--- config.mk ---
export PLATFORM = sky130hd
export DESIGN_NAME = dbg_frame_deserializer
export DESIGN_NICKNAME = d
export VERILOG_FILES = /design/src/rtl/dbg_link_pkg.sv /design/src/rtl/dbg_gap_timer.sv /design/src/rtl/dbg_frame_deserializer.sv
export SDC_FILE = /design/constraint.sdc
export NUM_CORES = 1
export LEC_CHECK = 0
export CORE_MARGIN = 1.5
export CORE_UTILIZATION = 50
export DETAILED_ROUTE_END_ITERATION = 10
export GPL_ROUTABILITY_DRIVEN = 0
export GPL_TIMING_DRIVEN = 0
export HOLD_SLACK_MARGIN = 0.1
export PLACE_DENSITY = 0.8
export SETUP_SLACK_MARGIN = 0.4
export SLEW_MARGIN = 20
export SYNTH_ARGS = -nofsm -noshare
export SYNTH_HDL_FRONTEND = slang
export SYNTH_SLANG_ARGS = --single-unit
export TNS_END_PERCENT = 1
--- constraint.sdc ---
create_clock -name i_clk -period 3.15 [get_ports i_clk]
set_clock_uncertainty 0.1 [all_clocks]
set_input_delay 0.63 -clock i_clk [delete_from_list [all_inputs] [get_ports i_clk]]
set_output_delay 0.63 -clock i_clk [all_outputs]
set_load 0.005 [all_outputs]
--- src/rtl/dbg_link_pkg.sv ---
// Shared constants for the pipeline debug link (serializer and deserializer).
// Frame layout: SYNC, payload bytes (IF_ID first, LSB first), XOR checksum.
package dbg_link_pkg;

   localparam int NB_DATA   = 8;
   localparam int NB_IF_ID  = 64;
   localparam int NB_ID_EX  = 168;
   localparam int NB_EX_MEM = 88;
   localparam int NB_MEM_WB = 80;

   localparam int IF_ID_BYTES  = NB_IF_ID  / NB_DATA;
   localparam int ID_EX_BYTES  = NB_ID_EX  / NB_DATA;
   localparam int EX_MEM_BYTES = NB_EX_MEM / NB_DATA;
   localparam int MEM_WB_BYTES = NB_MEM_WB / NB_DATA;

   localparam int N_PAY    = IF_ID_BYTES + ID_EX_BYTES + EX_MEM_BYTES + MEM_WB_BYTES;
   localparam int NB_TOTAL = N_PAY * NB_DATA;

   localparam int OFF_IF_ID  = 0;
   localparam int OFF_ID_EX  = OFF_IF_ID  + NB_IF_ID;
   localparam int OFF_EX_MEM = OFF_ID_EX  + NB_ID_EX;
   localparam int OFF_MEM_WB = OFF_EX_MEM + NB_EX_MEM;

   localparam logic [7:0] SYNC_BYTE = 8'hA5;

   typedef enum logic [1:0] {
      ST_IDLE    = 2'd0,
      ST_PAYLOAD = 2'd1,
      ST_CHECK   = 2'd2
   } dbg_state_e;

endpackage

--- src/rtl/dbg_gap_timer.sv ---
// Loadable down-counter; flags expiry when it sits at zero while enabled.
module dbg_gap_timer #(
   parameter int TIMEOUT_CYCLES = 100000
) (
   input  logic i_clk,
   input  logic i_reset,
   input  logic i_load,
   input  logic i_en,
   output logic o_expired
);

   localparam int TW = (TIMEOUT_CYCLES > 1) ? $clog2(TIMEOUT_CYCLES) : 1;
   localparam logic [TW-1:0] RELOAD = TW'(TIMEOUT_CYCLES - 1);

   logic [TW-1:0] cnt_q, cnt_d;

   always_comb begin
      cnt_d = cnt_q;
      if (i_load)
         cnt_d = RELOAD;
      else if (i_en && (cnt_q != '0))
         cnt_d = cnt_q - 1'b1;
   end

   always_ff @(posedge i_clk or negedge i_reset) begin
      if (!i_reset)
         cnt_q <= '0;
      else
         cnt_q <= cnt_d;
   end

   assign o_expired = i_en && (cnt_q == '0);

endmodule

--- src/rtl/dbg_frame_deserializer.sv ---
// Reassembles debug-dump frames into pipeline latch snapshots.
// Shadow and output registers are separate so outputs hold during reception.
module dbg_frame_deserializer #(
   parameter int NB_DATA   = 8,
   parameter int NB_IF_ID  = 64,
   parameter int NB_ID_EX  = 168,
   parameter int NB_EX_MEM = 88,
   parameter int NB_MEM_WB = 80,
   parameter logic [NB_DATA-1:0] SYNC_BYTE = dbg_link_pkg::SYNC_BYTE,
   parameter int TIMEOUT_CYCLES = 100000
) (
   input  logic                 i_clk,
   input  logic                 i_reset,
   input  logic                 i_rx_done,
   input  logic [NB_DATA-1:0]   i_rx_data,
   output logic [NB_IF_ID-1:0]  o_IF_ID,
   output logic [NB_ID_EX-1:0]  o_ID_EX,
   output logic [NB_EX_MEM-1:0] o_EX_MEM,
   output logic [NB_MEM_WB-1:0] o_MEM_WB,
   output logic                 o_frame_valid,
   output logic                 o_frame_err,
   output logic                 o_timeout,
   output logic                 o_busy,
   output logic [15:0]          o_frame_count
);

   import dbg_link_pkg::*;

   localparam int TOT_BITS  = NB_IF_ID + NB_ID_EX + NB_EX_MEM + NB_MEM_WB;
   localparam int PAY_BYTES = TOT_BITS / NB_DATA;
   localparam int CW        = $clog2(PAY_BYTES + 1);
   localparam logic [CW-1:0] LAST = CW'(PAY_BYTES - 1);

   dbg_state_e state_q, state_d;

   logic [CW-1:0]       idx_q, idx_d;
   logic [NB_DATA-1:0]  acc_q, acc_d;
   logic [TOT_BITS-1:0] shadow_q, shadow_d;
   logic [TOT_BITS-1:0] out_q, out_d;
   logic [15:0]         fcnt_q, fcnt_d;
   logic                valid_q, valid_d;
   logic                err_q, err_d;
   logic                tmo_q, tmo_d;
   logic                tmr_load, tmr_en, tmr_exp;

   assign tmr_en = (state_q != ST_IDLE);

   dbg_gap_timer #(
      .TIMEOUT_CYCLES(TIMEOUT_CYCLES)
   ) u_gap_timer (
      .i_clk    (i_clk),
      .i_reset  (i_reset),
      .i_load   (tmr_load),
      .i_en     (tmr_en),
      .o_expired(tmr_exp)
   );

   always_comb begin
      state_d  = state_q;
      idx_d    = idx_q;
      acc_d    = acc_q;
      shadow_d = shadow_q;
      out_d    = out_q;
      fcnt_d   = fcnt_q;
      valid_d  = 1'b0;
      err_d    = 1'b0;
      tmo_d    = 1'b0;
      tmr_load = 1'b0;
      unique case (state_q)
         ST_IDLE: begin
            if (i_rx_done && (i_rx_data == SYNC_BYTE)) begin
               state_d  = ST_PAYLOAD;
               idx_d    = '0;
               acc_d    = '0;
               tmr_load = 1'b1;
            end
         end
         ST_PAYLOAD: begin
            // A byte arriving on the expiry cycle still counts
            if (i_rx_done) begin
               shadow_d[idx_q*NB_DATA +: NB_DATA] = i_rx_data;
               acc_d    = acc_q ^ i_rx_data;
               idx_d    = idx_q + 1'b1;
               tmr_load = 1'b1;
               if (idx_q == LAST)
                  state_d = ST_CHECK;
            end else if (tmr_exp) begin
               tmo_d   = 1'b1;
               state_d = ST_IDLE;
            end
         end
         ST_CHECK: begin
            if (i_rx_done) begin
               state_d  = ST_IDLE;
               tmr_load = 1'b1;
               if (i_rx_data == acc_q) begin
                  out_d   = shadow_q;
                  fcnt_d  = fcnt_q + 16'd1;
                  valid_d = 1'b1;
               end else begin
                  err_d = 1'b1;
               end
            end else if (tmr_exp) begin
               tmo_d   = 1'b1;
               state_d = ST_IDLE;
            end
         end
         default: state_d = ST_IDLE;
      endcase
   end

   always_ff @(posedge i_clk or negedge i_reset) begin
      if (!i_reset) begin
         state_q  <= ST_IDLE;
         idx_q    <= '0;
         acc_q    <= '0;
         shadow_q <= '0;
         out_q    <= '0;
         fcnt_q   <= '0;
         valid_q  <= 1'b0;
         err_q    <= 1'b0;
         tmo_q    <= 1'b0;
      end else begin
         state_q  <= state_d;
         idx_q    <= idx_d;
         acc_q    <= acc_d;
         shadow_q <= shadow_d;
         out_q    <= out_d;
         fcnt_q   <= fcnt_d;
         valid_q  <= valid_d;
         err_q    <= err_d;
         tmo_q    <= tmo_d;
      end
   end

   assign o_IF_ID       = out_q[0 +: NB_IF_ID];
   assign o_ID_EX       = out_q[NB_IF_ID +: NB_ID_EX];
   assign o_EX_MEM      = out_q[NB_IF_ID+NB_ID_EX +: NB_EX_MEM];
   assign o_MEM_WB      = out_q[NB_IF_ID+NB_ID_EX+NB_EX_MEM +: NB_MEM_WB];
   assign o_frame_valid = valid_q;
   assign o_frame_err   = err_q;
   assign o_timeout     = tmo_q;
   assign o_busy        = (state_q != ST_IDLE);
   assign o_frame_count = fcnt_q;

endmodule

==> results.sh, run 1 <==
export IMPL_cts_buffers_inserted=87
export IMPL_dieArea_sq_um=70500
export IMPL_path_common_cell="buf_6"
export IMPL_drive_above_1_share_pct=37.2
export IMPL_wire_per_inst_microns=26.8
export IMPL_synthArstFlopShare_pct=100
export IMPL_critPathLaunchType="flop"
export IMPL_seq_area_frac_synth_pct=61.9
export IMPL_fillCellCount=4719
export IMPL_p_leak_nw=21.5
export IMPL_dr_pass1_iters=8
export IMPL_clockBufferDepth=3
export IMPL_clkLatencyLatePin_ps=640
export IMPL_fin_area_sq_um=44400
export IMPL_fin_nets=3053
export IMPL_path_buf_inv=4
export IMPL_cts_root_buf="clkbuf_16"
export IMPL_max_freq_mhz=322
export IMPL_setup_ws_ps=41.3
export IMPL_slew_headroom_pct=23.0
export IMPL_crit_family="simple AND/OR/NAND/NOR gates"
export IMPL_synth_simple_gate_area_share_pct=7.67
export IMPL_path_cells="buf_6, or4_4, nor2_4, ha_4, a211oi_4, buf_6, and2_4, buf_8, buf_6, nand3_4, mux2_4"
export IMPL_synth_most_common_cell="dfrtp_1"
export IMPL_placed_area_sq_um=40200
export IMPL_power_mw=24.5
export IMPL_clock_sinks=852
export IMPL_syn_to_final_growth_pct=28.9
export IMPL_reg2reg_slack_ps=40
export IMPL_hold_path_class="input pin to async pin"
export IMPL_violations="negative hold slack"
export IMPL_r2r_start="idx_q[0]"
export IMPL_via_per_inst=5.86
export IMPL_min_period_ps=3110
export IMPL_synth_edf_count=0
export IMPL_stdcell_count=3991
export IMPL_ios=431
export IMPL_grt_pass1_wl_microns=158000
export IMPL_dp_hpwl_microns=74100
export IMPL_num_rows=96
export IMPL_critPathRequiredTime_ps=3570
export IMPL_synthMuxAreaShare_pct=23.9
export IMPL_die_w_microns=265
export IMPL_synth_top_family_by_area="multiplexers"
export IMPL_p_per_area_nw_per_um2=552
export IMPL_synthesis_nets=2475
export IMPL_grt_pass1_vias=24400
export IMPL_utilization_pct=65.0
export IMPL_routed_wl_microns=107000
export IMPL_dpl_cell_count=3773
export IMPL_synth_compound_area_share_pct=2.97
export IMPL_antenna_found_initial=10
export IMPL_postSynthRegisterBits=852
export IMPL_ys_types=78
export IMPL_netlist_top_cells_area="dfrtp_1 (62%), mux2_2 (23%), nand2_1 (1.4%)"
export IMPL_first_iter_violations=2040
export IMPL_finalHoldViolCount=78
export IMPL_drc=0
export IMPL_start_util_pct=50.4
export IMPL_worstSetupPathType="flop to flop"
export IMPL_htreeDepth=3
export IMPL_endpoint_kind="flop"
export IMPL_track_usage_pct=30.3
export IMPL_timing_hold_ws_ps=-108
export IMPL_setup_viol=0
export IMPL_synth_xor_area_share_pct=0.937
export IMPL_worst_pin_slew_ps=1160
export IMPL_report_final_slew_viol_count=0
export IMPL_post_synth_inst_count=2454
export IMPL_cp_data_arrival_time_ps=3530
export IMPL_synthAdderAreaFrac_pct=0.363
export IMPL_synth_top_area_share_pct=61.9
export IMPL_syn_cell_area_sq_um=34400
export IMPL_path_clk_slew_ps=70
export IMPL_critPathSlowestCell="or4_4"
export IMPL_max_stage_delay_ps=570
export IMPL_die_y_microns=265
export IMPL_core_area_sq_um=68300
export IMPL_maxCapViolCount=0
export IMPL_synth_flop_cell="dfrtp_1"
export IMPL_timing_critical_path_fanout_max=8
export IMPL_ir_drop_mv=0.401
export IMPL_place_worst_setup_slack_ps=-1000
export IMPL_run_status="finished with violations"
export IMPL_yosys_area_top_type="dfrtp_1"
export IMPL_vias=23400
export IMPL_io_buffers=429
export IMPL_synthTopCellsByCount="dfrtp_1 (852), mux2_2 (716), nand2_1 (125)"
export IMPL_overflow=0
export IMPL_ant_nets=0
export IMPL_cts_tree="done"
export IMPL_synth_warnings=0
export IMPL_reg2regPathDepth=11
export IMPL_rsz0062_at_grt="yes"
export IMPL_period_share_pct=98.7
export IMPL_r2r_end="shadow_q[387]"
export IMPL_avgSynthCellArea_sq_um=14.0
export IMPL_grt_max_degree=110
## sequential cells by signal (all words and copies together) (netlist names)
name,flops
out_q,400
shadow_q,400
u_gap_timer.cnt_q,17
o_frame_count,16
acc_q,8
idx_q,6
state_q,2
o_frame_err,1
o_frame_valid,1
o_timeout,1
## power breakdown
group          switching [mW]  internal, mW  leakage (nW)
Sequential              0.157          11.1          11.7
Clock                    4.34          6.22          1.44
Combinational            1.88         0.764          8.30
## layer usage
layer / up-vias / track usage (%) / wire length, microns
met5: - / 0 / 0
met4: 0 / 13.5 / 4920
met1: 12100 / 38.2 / 41300
met3: 313 / 8.39 / 9510
li1: 9824 / - / -
met2: 1134 / 48.9 / 51400
## logic make-up after synthesis
kind of cell	after synthesis
flops	852
mux	734
simple gates	499
buf+inv	167
compound gates	156
xor+xnor	36
fa+ha+maj	10
## cell type report
type                       count  area [sq um]  share of cell area (%)
inverter                      33           124                   0.279
antenna                        6          15.0                  0.0338
clock inverter                34           377                   0.848
clock buffer                 126          2560                    5.76
sequential                   852         21300                    48.0
multi-input combinational   1435         13000                    29.3
tap                          882          1100                    2.49
timing repair buffer         489          5020                    11.3
buffer                       134           871                    1.96
## how the worst max path moves through the flow
stage	startpoint	endpoint	slack [ps]	depth (start not counted)
after floorplan	idx_q[0]	shadow_q[312]	320	10
after global placement	i_reset	o_frame_count[10]	-34400	1
after detailed placement	i_rx_data[6]	out_q[332]	-1000	8
after CTS	idx_q[0]	shadow_q[203]	150	11
after global routing	idx_q[0]	shadow_q[165]	6	11
final	idx_q[0]	shadow_q[387]	40	11
## metrics by stage
step	TNS [ps]	hold slack (ps)
6_report	0	-108
5_1_grt	0	-64.9
4_1_cts	0	-97.8
3_5_place_dp	-401380	355
3_3_place_gp	-	350
2_1_floorplan	0	234
## layout by cell type (no fill, tap or decap), types with 29 or more instances in the layout
cell / instances
dfrtp_1: 851
mux2_2: 691
clkdlybuf4s50_1: 427
nand2_1: 115
clkbuf_16: 90
nor2_1: 78
o21ai_0: 72
buf_4: 53
buf_2: 50
nor3_1: 50
clkbuf_1: 39
and3_1: 35
inv_1: 30
xnor2_1: 29
## repair_timing
action	CTS	global route
hold endpoints to repair	78	78
setup buffers	46	6
pin swaps	25	7
setup endpoints to repair	838	940
resized for setup	174	49
## worst reg2reg max path, cell delays in order (launching register included)
cell and delay, ps:
dfrtp_1 410, buf_6 140, or4_4 570, nor2_4 130, ha_4 250, a211oi_4 230
buf_6 160, and2_4 150, buf_8 140, buf_6 110, nand3_4 210, mux2_4 390
No activity file was read; power rests on OpenSTA's default activity.
==> run 2, diff against run 1 <==
Settings changed: HOLD_SLACK_MARGIN 0.1 to 0.12.
==> results of run 2 <==
The final DEF is identical to that of run 1; final timing and power are the same.
